==> src/rtl/uart_frame_parser.sv <==
// ============================================================================
// Module   : uart_frame_parser
// Purpose  : UART byte-stream framer (SYNC CMD LEN_HI LEN_LO payload XOR-chk)
//            feeding payload bytes through a FWFT FIFO with valid/ready.
//            Optional inter-byte timeout enabled by defining FRAMER_TIMEOUT_EN.
// Revision : 1.0 - initial release
// ============================================================================
`default_nettype none

module uart_frame_parser #(
  parameter logic [7:0]  SYNC_BYTE      = 8'hA5,
  parameter int unsigned FIFO_DEPTH     = 16,
  parameter int unsigned TIMEOUT_CYCLES = 100000
) (
  input  logic        clk,
  input  logic        reset_n,
  input  logic [7:0]  rx_data,
  input  logic        rx_valid,
  output logic [7:0]  m_data,
  output logic        m_valid,
  output logic        m_last,
  input  logic        m_ready,
  output logic [7:0]  frame_cmd,
  output logic [15:0] frame_len,
  output logic        frame_start,
  output logic        frame_done,
  output logic        frame_error,
  output logic [1:0]  error_code
);

  localparam int unsigned AW = $clog2(FIFO_DEPTH);

  if (FIFO_DEPTH < 4 || (FIFO_DEPTH & (FIFO_DEPTH - 1)) != 0 || TIMEOUT_CYCLES < 2) begin : g_param_check
    $error("uart_frame_parser: illegal FIFO_DEPTH or TIMEOUT_CYCLES");
  end

  typedef enum logic [2:0] {
    S_HUNT    = 3'd0,
    S_CMD     = 3'd1,
    S_LEN_HI  = 3'd2,
    S_LEN_LO  = 3'd3,
    S_PAYLOAD = 3'd4,
    S_CHECK   = 3'd5
  } state_t;

  state_t        state_q, state_d;
  logic [7:0]    acc_q, acc_d;
  logic [7:0]    cmd_q, cmd_d;
  logic [15:0]   len_q, len_d;
  logic [15:0]   remain_q, remain_d;
  logic          ovf_q, ovf_d;
  logic          start_q, start_d;
  logic          done_q, done_d;
  logic          err_q, err_d;
  logic [1:0]    code_q, code_d;
  logic [AW-1:0] wr_ptr_q, wr_ptr_d;
  logic [AW-1:0] rd_ptr_q, rd_ptr_d;
  logic [AW:0]   count_q, count_d;
  logic [8:0]    mem [FIFO_DEPTH];

  logic w_pop;
  logic w_full;
  logic w_push_req;
  logic w_push_last;
  logic w_push;
  logic w_timeout;

  assign w_pop  = (count_q != '0) && m_ready;
  assign w_full = (count_q == (AW + 1)'(FIFO_DEPTH));
  // A full FIFO still takes a byte when the same edge frees a slot.
  assign w_push = w_push_req && (!w_full || w_pop);

`ifdef FRAMER_TIMEOUT_EN
  localparam int unsigned TMO_W = $clog2(TIMEOUT_CYCLES);
  localparam logic [TMO_W-1:0] TMO_LAST = TMO_W'(TIMEOUT_CYCLES - 1);

  logic [TMO_W-1:0] tmo_q, tmo_d;

  // A byte arriving on the expiry cycle wins and reloads the counter.
  assign w_timeout = (state_q != S_HUNT) && !rx_valid && (tmo_q == TMO_LAST);

  always_comb begin
    tmo_d = tmo_q + TMO_W'(1);
    if (state_q == S_HUNT || rx_valid || w_timeout) begin
      tmo_d = '0;
    end
  end

  always_ff @(posedge clk or negedge reset_n) begin
    if (!reset_n) begin
      tmo_q <= '0;
    end else begin
      tmo_q <= tmo_d;
    end
  end
`else
  assign w_timeout = 1'b0;
`endif

  always_comb begin
    state_d     = state_q;
    acc_d       = acc_q;
    cmd_d       = cmd_q;
    len_d       = len_q;
    remain_d    = remain_q;
    ovf_d       = ovf_q;
    start_d     = 1'b0;
    done_d      = 1'b0;
    err_d       = 1'b0;
    code_d      = code_q;
    w_push_req  = 1'b0;
    w_push_last = 1'b0;

    if (rx_valid) begin
      case (state_q)
        S_HUNT: begin
          if (rx_data == SYNC_BYTE) begin
            state_d = S_CMD;
            acc_d   = 8'h00;
            ovf_d   = 1'b0;
          end
        end
        S_CMD: begin
          cmd_d   = rx_data;
          acc_d   = acc_q ^ rx_data;
          state_d = S_LEN_HI;
        end
        S_LEN_HI: begin
          len_d   = {rx_data, 8'h00};
          acc_d   = acc_q ^ rx_data;
          state_d = S_LEN_LO;
        end
        S_LEN_LO: begin
          len_d    = {len_q[15:8], rx_data};
          remain_d = {len_q[15:8], rx_data};
          acc_d    = acc_q ^ rx_data;
          start_d  = 1'b1;
          state_d  = ({len_q[15:8], rx_data} == 16'd0) ? S_CHECK : S_PAYLOAD;
        end
        S_PAYLOAD: begin
          acc_d       = acc_q ^ rx_data;
          w_push_req  = 1'b1;
          w_push_last = (remain_q == 16'd1);
          remain_d    = remain_q - 16'd1;
          if (w_full && !w_pop) begin
            ovf_d = 1'b1;
          end
          if (remain_q == 16'd1) begin
            state_d = S_CHECK;
          end
        end
        S_CHECK: begin
          if (ovf_q) begin
            err_d  = 1'b1;
            code_d = 2'b10;
          end else if (rx_data != acc_q) begin
            err_d  = 1'b1;
            code_d = 2'b01;
          end else begin
            done_d = 1'b1;
          end
          state_d = S_HUNT;
        end
        default: state_d = S_HUNT;
      endcase
    end else if (w_timeout) begin
      state_d = S_HUNT;
      err_d   = 1'b1;
      code_d  = 2'b11;
    end
  end

  always_comb begin
    wr_ptr_d = wr_ptr_q;
    rd_ptr_d = rd_ptr_q;
    count_d  = count_q;
    if (w_push) begin
      wr_ptr_d = wr_ptr_q + AW'(1);
    end
    if (w_pop) begin
      rd_ptr_d = rd_ptr_q + AW'(1);
    end
    if (w_push && !w_pop) begin
      count_d = count_q + (AW + 1)'(1);
    end else if (!w_push && w_pop) begin
      count_d = count_q - (AW + 1)'(1);
    end
  end

  always_ff @(posedge clk or negedge reset_n) begin
    if (!reset_n) begin
      state_q  <= S_HUNT;
      acc_q    <= 8'h00;
      cmd_q    <= 8'h00;
      len_q    <= 16'h0000;
      remain_q <= 16'h0000;
      ovf_q    <= 1'b0;
      start_q  <= 1'b0;
      done_q   <= 1'b0;
      err_q    <= 1'b0;
      code_q   <= 2'b00;
      wr_ptr_q <= '0;
      rd_ptr_q <= '0;
      count_q  <= '0;
    end else begin
      state_q  <= state_d;
      acc_q    <= acc_d;
      cmd_q    <= cmd_d;
      len_q    <= len_d;
      remain_q <= remain_d;
      ovf_q    <= ovf_d;
      start_q  <= start_d;
      done_q   <= done_d;
      err_q    <= err_d;
      code_q   <= code_d;
      wr_ptr_q <= wr_ptr_d;
      rd_ptr_q <= rd_ptr_d;
      count_q  <= count_d;
    end
  end

  // Storage needs no reset: occupancy alone decides what is visible.
  always_ff @(posedge clk) begin
    if (w_push) begin
      mem[wr_ptr_q] <= {rx_data, w_push_last};
    end
  end

  assign m_valid     = (count_q != '0);
  assign m_data      = m_valid ? mem[rd_ptr_q][8:1] : 8'h00;
  assign m_last      = m_valid ? mem[rd_ptr_q][0] : 1'b0;
  assign frame_cmd   = cmd_q;
  assign frame_len   = len_q;
  assign frame_start = start_q;
  assign frame_done  = done_q;
  assign frame_error = err_q;
  assign error_code  = code_q;

endmodule

`default_nettype wire

==> config.mk <==
export PLATFORM = sky130hd
export DESIGN_NAME = uart_frame_parser
export DESIGN_NICKNAME = d
export VERILOG_FILES = /design/src/rtl/uart_frame_parser.sv
export SDC_FILE = /design/constraint.sdc
export NUM_CORES = 1
export LEC_CHECK = 0
export BUFFER_PORTS_ARGS = -buffer_cell sky130_fd_sc_hd__buf_4
export CORE_MARGIN = 10
export CORE_UTILIZATION = 55
export DETAILED_ROUTE_END_ITERATION = 8
export PLACE_DENSITY = 0.8
export SYNTH_ARGS = -nofsm -noshare
export SYNTH_HDL_FRONTEND = slang
export SYNTH_SLANG_ARGS = --single-unit
==> constraint.sdc <==
create_clock -name clk -period 8.1 [get_ports clk]
set_input_delay 1.62 -clock clk [delete_from_list [all_inputs] [get_ports clk]]
set_output_delay 1.62 -clock clk [all_outputs]
set_load 0.02 [all_outputs]
## After elaboration in Yosys (flattened, before gate mapping)

Memories as Yosys holds them, arrays and structs flattened.
Index checks and enable logic that the tools add are counted.

- Bitwise operators: 2
- Add/sub/neg operators: 5
- Reduce and logical (&&, ||, !) cells: 27
- Equal/unequal tests: 12
- Muxes and demuxes: 33

Operators by type and width:

| cell | count |
|---|---|
| $pmux 16 s2 | 2 |
| $mux 1 | 20 |
| $eq 16x1->1 const B | 1 |
| $logic_not 16->1 | 1 |
| $mux 8 | 2 |
| $pmux 8 s2 | 1 |
| $sub 16x1->16 const B | 1 |
| $pmux 3 s5 | 1 |
| $reduce_and 3->1 | 4 |
| $reduce_bool 2->1 | 6 |
| $mux 5 | 2 |
| $add 4x1->4 const B | 2 |
| $eq 8x8->1 const B | 1 |
| $ne 8x8->1 | 1 |
| $xor 8x8->8 | 1 |
| $eq 3x2->1 const B | 2 |
| $eq 3x3->1 const B | 2 |
| $mux 3 | 2 |
| $ne 2x2->1 const B | 3 |
| $reduce_and 2->1 | 3 |
| $add 5x1->5 const B | 1 |
| $eq 5x5->1 const B | 1 |
| $logic_and 1x1->1 | 5 |
| $reduce_bool 5->1 | 1 |
| 10 further kinds | 13 |

- Memory bits (writable): 144
- Input port bits: 12
- Memories: 1
- Bits in registers: 70
- Logic and storage cells: 94

Memory list:

| name | depth | width | rd ports | clocked after memory_dff | wr ports | line | text |
|---|---|---|---|---|---|---|---|
| mem | 16 | 9 | 1 | 0 | 1 | 59 | `logic [8:0] mem [FIFO_DEPTH];` |

## Longest topological paths before layout

- Depth in word-level cells: 8
- Gate-level depth with buffers: 11

## Worst setup path after synthesis

Ideal clock, no wire load.

- Path kind: input to register
- Start point: input rx_valid
- End point: register count_q[4]
- Path buffers: 1
- Arrival time: 3.603 ns
- Cell stages on the path: 9
- Data required time: 7.964 ns
- Slack: 4.361 ns
- Setup time: 0.136 ns
- Cells stage by stage: nand4bb_1 a21oi_2 buf_4 ha_1 inv_1 fa_1 a21o_1 a2111oi_0 o31ai_1

- Longest elaborated chain between the ends: 5
- Elaborated cells between the ends (all ways): 7
- Those cells by class: 2 x mux; 5 x reduce/logical

Ends and longest elaborated chain:

| what | line | text |
|---|---|---|
| start: declaration | 18 | `input logic rx_valid,` |
| $mux 1 * | 114 | `if (rx_valid) begin` |
| $logic_and 1x1->1 * | 71 | `assign w_push = w_push_req && (!w_full \|\| w_pop);` |
| $logic_not 1->1 | 185 | `end else if (!w_push && w_pop) begin` |
| $logic_and 1x1->1 | 185 |  |
| $reduce_bool 2->1 (no line) | -- |  |
| end signal: assignment | 218 | `count_q <= count_d;` |
| end: declaration | 58 | `logic [AW:0] count_q, count_d;` |

Mark *: on every way between the ends. The rest lies on a longest branch, timed or not.
A chain may end at the register's enable or synchronous reset.

## Worst setup path after layout

- Start point: register rd_ptr_q[1]
- End point: output m_data[3]

- Longest elaborated chain between the ends: 2

Ends and longest elaborated chain:

| what | line | text |
|---|---|---|
| start: declaration | 57 | `logic [AW-1:0] rd_ptr_q, rd_ptr_d;` |
| start signal: assignment | 217 | `rd_ptr_q <= rd_ptr_d;` |
| $mem_v2 16x9 | -- |  |
| $mux 8 | 230 | `assign m_data = m_valid ? mem[rd_ptr_q][8:1] : 8'h00;` |
| end: declaration | 19 | `output logic [7:0] m_data,` |

No other way between the ends.

==> metrics <==
outcome=finished clean; critical path peak fanout=25; switching pwr=1346 uW; hold_buf cts=0; root buf cell=clkbuf_16; most common cell after layout, fill and taps aside=edfxtp_1; Worst-Skew Late Latency=500 ps; # diodes=0; All-Layer GR Usage=0.1843; Avg Cell Area, Syn=15.55 um2; Logic pwr share=0.348; CP max-delay cell=mux4_2; crit start category=flop; CP bufs+invs=2; Max VDD drop=0.2660 mV; Reg power frac=0.412; Final Max Tran Viols=0; Critical Path AT=2950 ps; Setup Buffers After CTS=0; final worst-path cycle share=0.5644; drt wl/cell=23.27 um; #FFs+latches synth=214; R2R setup slack=4500 ps; P_int=2524 uW; register area share after synthesis=0.6449; Syn. warnings=0; Remaining DRCs=0; total grt overflow=0; clock buffer depth=3; Power Density=364.5 mW/mm2; Die H=150.9 um; commonest non-fill, non-tap cells in the layout=edfxtp_1, dfrtp_1, buf_4; ANT nets after route=0; die footprint=0.02276 mm2; Leak=0.003766 uW; drt total wl=20.71 mm; TritonCTS Buffers=22; total clock sinks=214; WS Path Type=flop to primary output; Post-layout nets=678; first-pass GRT wire length=32.71 mm; Final Hold Viols=0; H-tree level count=1; Site Rows=47; Worst setup EP type=primary output; critical path depth in cells=6; Core Util, Final=0.6359; ys flop type=edfxtp_1; Slew @ Worst Pin=1123 ps; worst hold path type=flop to flop; largest net degree at the start of global routing=71; number of global-route vias before repair=5893; share of layout cells above drive strength 1=0.2567; initial antenna violation count=0; critical path, cell by cell=buf_4, mux4_2, mux2_2, o21ai_0, a21oi_1, buf_4; sw frac=0.3478; worst clock skew=9.244 ps; Most common cell on crit path=buf_4; Post-synth ARST share=0.3271; fmax=218.8 MHz; clock power share=0.240; cell area after synthesis=0.009422 mm2; # IOs=51; DIE WIDTH=150.9 um; max-cap violations=0; Port Buffers=50; Required @ worst endpoint=6480 ps; RSZ-0062 raised after global routing=no; setup tns final=0 ps; gpl congestion=0.8682; number of flops mapped to enable cells by yosys=144; clk slew on worst S/H paths=60 ps; hold path depth=2; Vias=5633; Reg2Reg Depth=9; Core ar.=0.01670 mm2; initial drt markers=575; Starting Density=0.5641; Gates resized, CTS repair=0; Worst slew margin=0.2445; Top delay family on crit path=multiplexers; Syn Inst Count=606; post-synth cell types=67; CTS tree=yes; setup violators final=0; area delta synth->final=12.72%; syn_nets=630; Vias/cell=6.329; Detailed Place HPWL=12.94 mm; Period minus WS final=4571 ps; CP max stage delay=610 ps; first-pass iteration count of the detailed router=5
-- power groups by stage --
stage	clock network, uW	logic (uW)	registers, uW
after floorplan	0	953	1570
after global placement	0	1300	1590
after detailed placement	0	1350	1610
after CTS	945	1360	1590
after global routing	989	1470	1630
final	927	1350	1600
-- synthesized netlist by cell type (9+ instances only) --
| library cell | count | area (um2) |
|---|---|---|
| mux2i_1 | 10 | 100.1 |
| clkbuf_1 | 11 | 41.29 |
| inv_1 | 10 | 37.54 |
| nor3_1 | 12 | 60.06 |
| buf_2 | 16 | 80.08 |
| nor2_1 | 11 | 41.29 |
| a21oi_1 | 29 | 145.1 |
| xor2_1 | 9 | 78.83 |
| mux2_2 | 27 | 304.0 |
| nand2_1 | 28 | 105.1 |
| edfxtp_1 | 144 | 4324 |
| dfrtp_1 | 70 | 1752 |
| nor4_1 | 10 | 62.56 |
| o21ai_0 | 27 | 135.1 |
| nor3b_1 | 14 | 105.1 |
| mux4_2 | 36 | 810.8 |
| ha_1 | 11 | 137.6 |
-- cell type report --
class / count / area [um2]
fillers: 1192 / 6081
clock buffers: 31 / 615.6
flip-flops and latches: 214 / 6077
clock inverters: 9 / 53.80
multi-input cells: 347 / 3118
well taps: 220 / 275.3
repair buffers: 59 / 442.9
inverters: 10 / 37.54
-- tightest hold or removal path, stage by stage (launching register included) --
cell	delay, ps
dfrtp_1	350
nand2_1	50
o21ai_0	60
-- registers in the layout (all words and copies together) (netlist names), 2 cells and up --
name        count
acc_q           8
count_q         5
error_code      2
frame_cmd       8
frame_len      16
mem           144
rd_ptr_q        4
remain_q       16
state_q         3
wr_ptr_q        4
-- final timing paths --
path,from,end
min,frame_len[2]$_DFFE_PN0P_,frame_len[2]$_DFFE_PN0P_
max in group asynchronous,reset_n,rd_ptr_q[1]$_DFFE_PN0N_
min in group asynchronous,reset_n,frame_cmd[6]$_DFFE_PN0P_
max reg2reg,count_q[0]$_DFFE_PN0P_,count_q[4]$_DFFE_PN0P_
max,rd_ptr_q[1]$_DFFE_PN0N_,m_data[3]
min reg2reg,frame_len[2]$_DFFE_PN0P_,frame_len[2]$_DFFE_PN0P_
-- logic make-up (layout without fill, tap and decap cells) --
group | after synthesis | count (layout) | share of synthesized area
DFF | 214 | 214 | 0.6449
and+or+nand+nor | 139 | 139 | 0.09336
AOI/OAI and AO/OA | 106 | 106 | 0.07437
muxes | 73 | 73 | 0.1290
buffers and inverters | 45 | 109 | 0.02590
xor gates and xnor gates | 17 | 17 | 0.01580
adders and majority gates | 12 | 12 | 0.01673
-- layer usage --
layer,vias to the layer above,wire length [um],global-route usage
met4,0,435,0.06256
met3,43,1490,0.03550
li1,2489,-,-
met2,226,10240,0.3025
met5,-,0,0
met1,2875,8544,0.2420
-- through the flow --
step	instances	setup WS (ps)	hold slack (ps)	cell area (um2)	power, uW
5_1_grt	890	3367	523.4	10620	4084
3_5_place_dp	850	3566	476.3	9941	2954
2_1_floorplan	606	4361	472.5	9422	2521
6_report	890	3529	495.0	10620	3871
3_3_place_gp	850	3786	465.8	9941	2893
4_1_cts	890	3491	498.5	10610	3893
(Power assumes the default switching activity.)
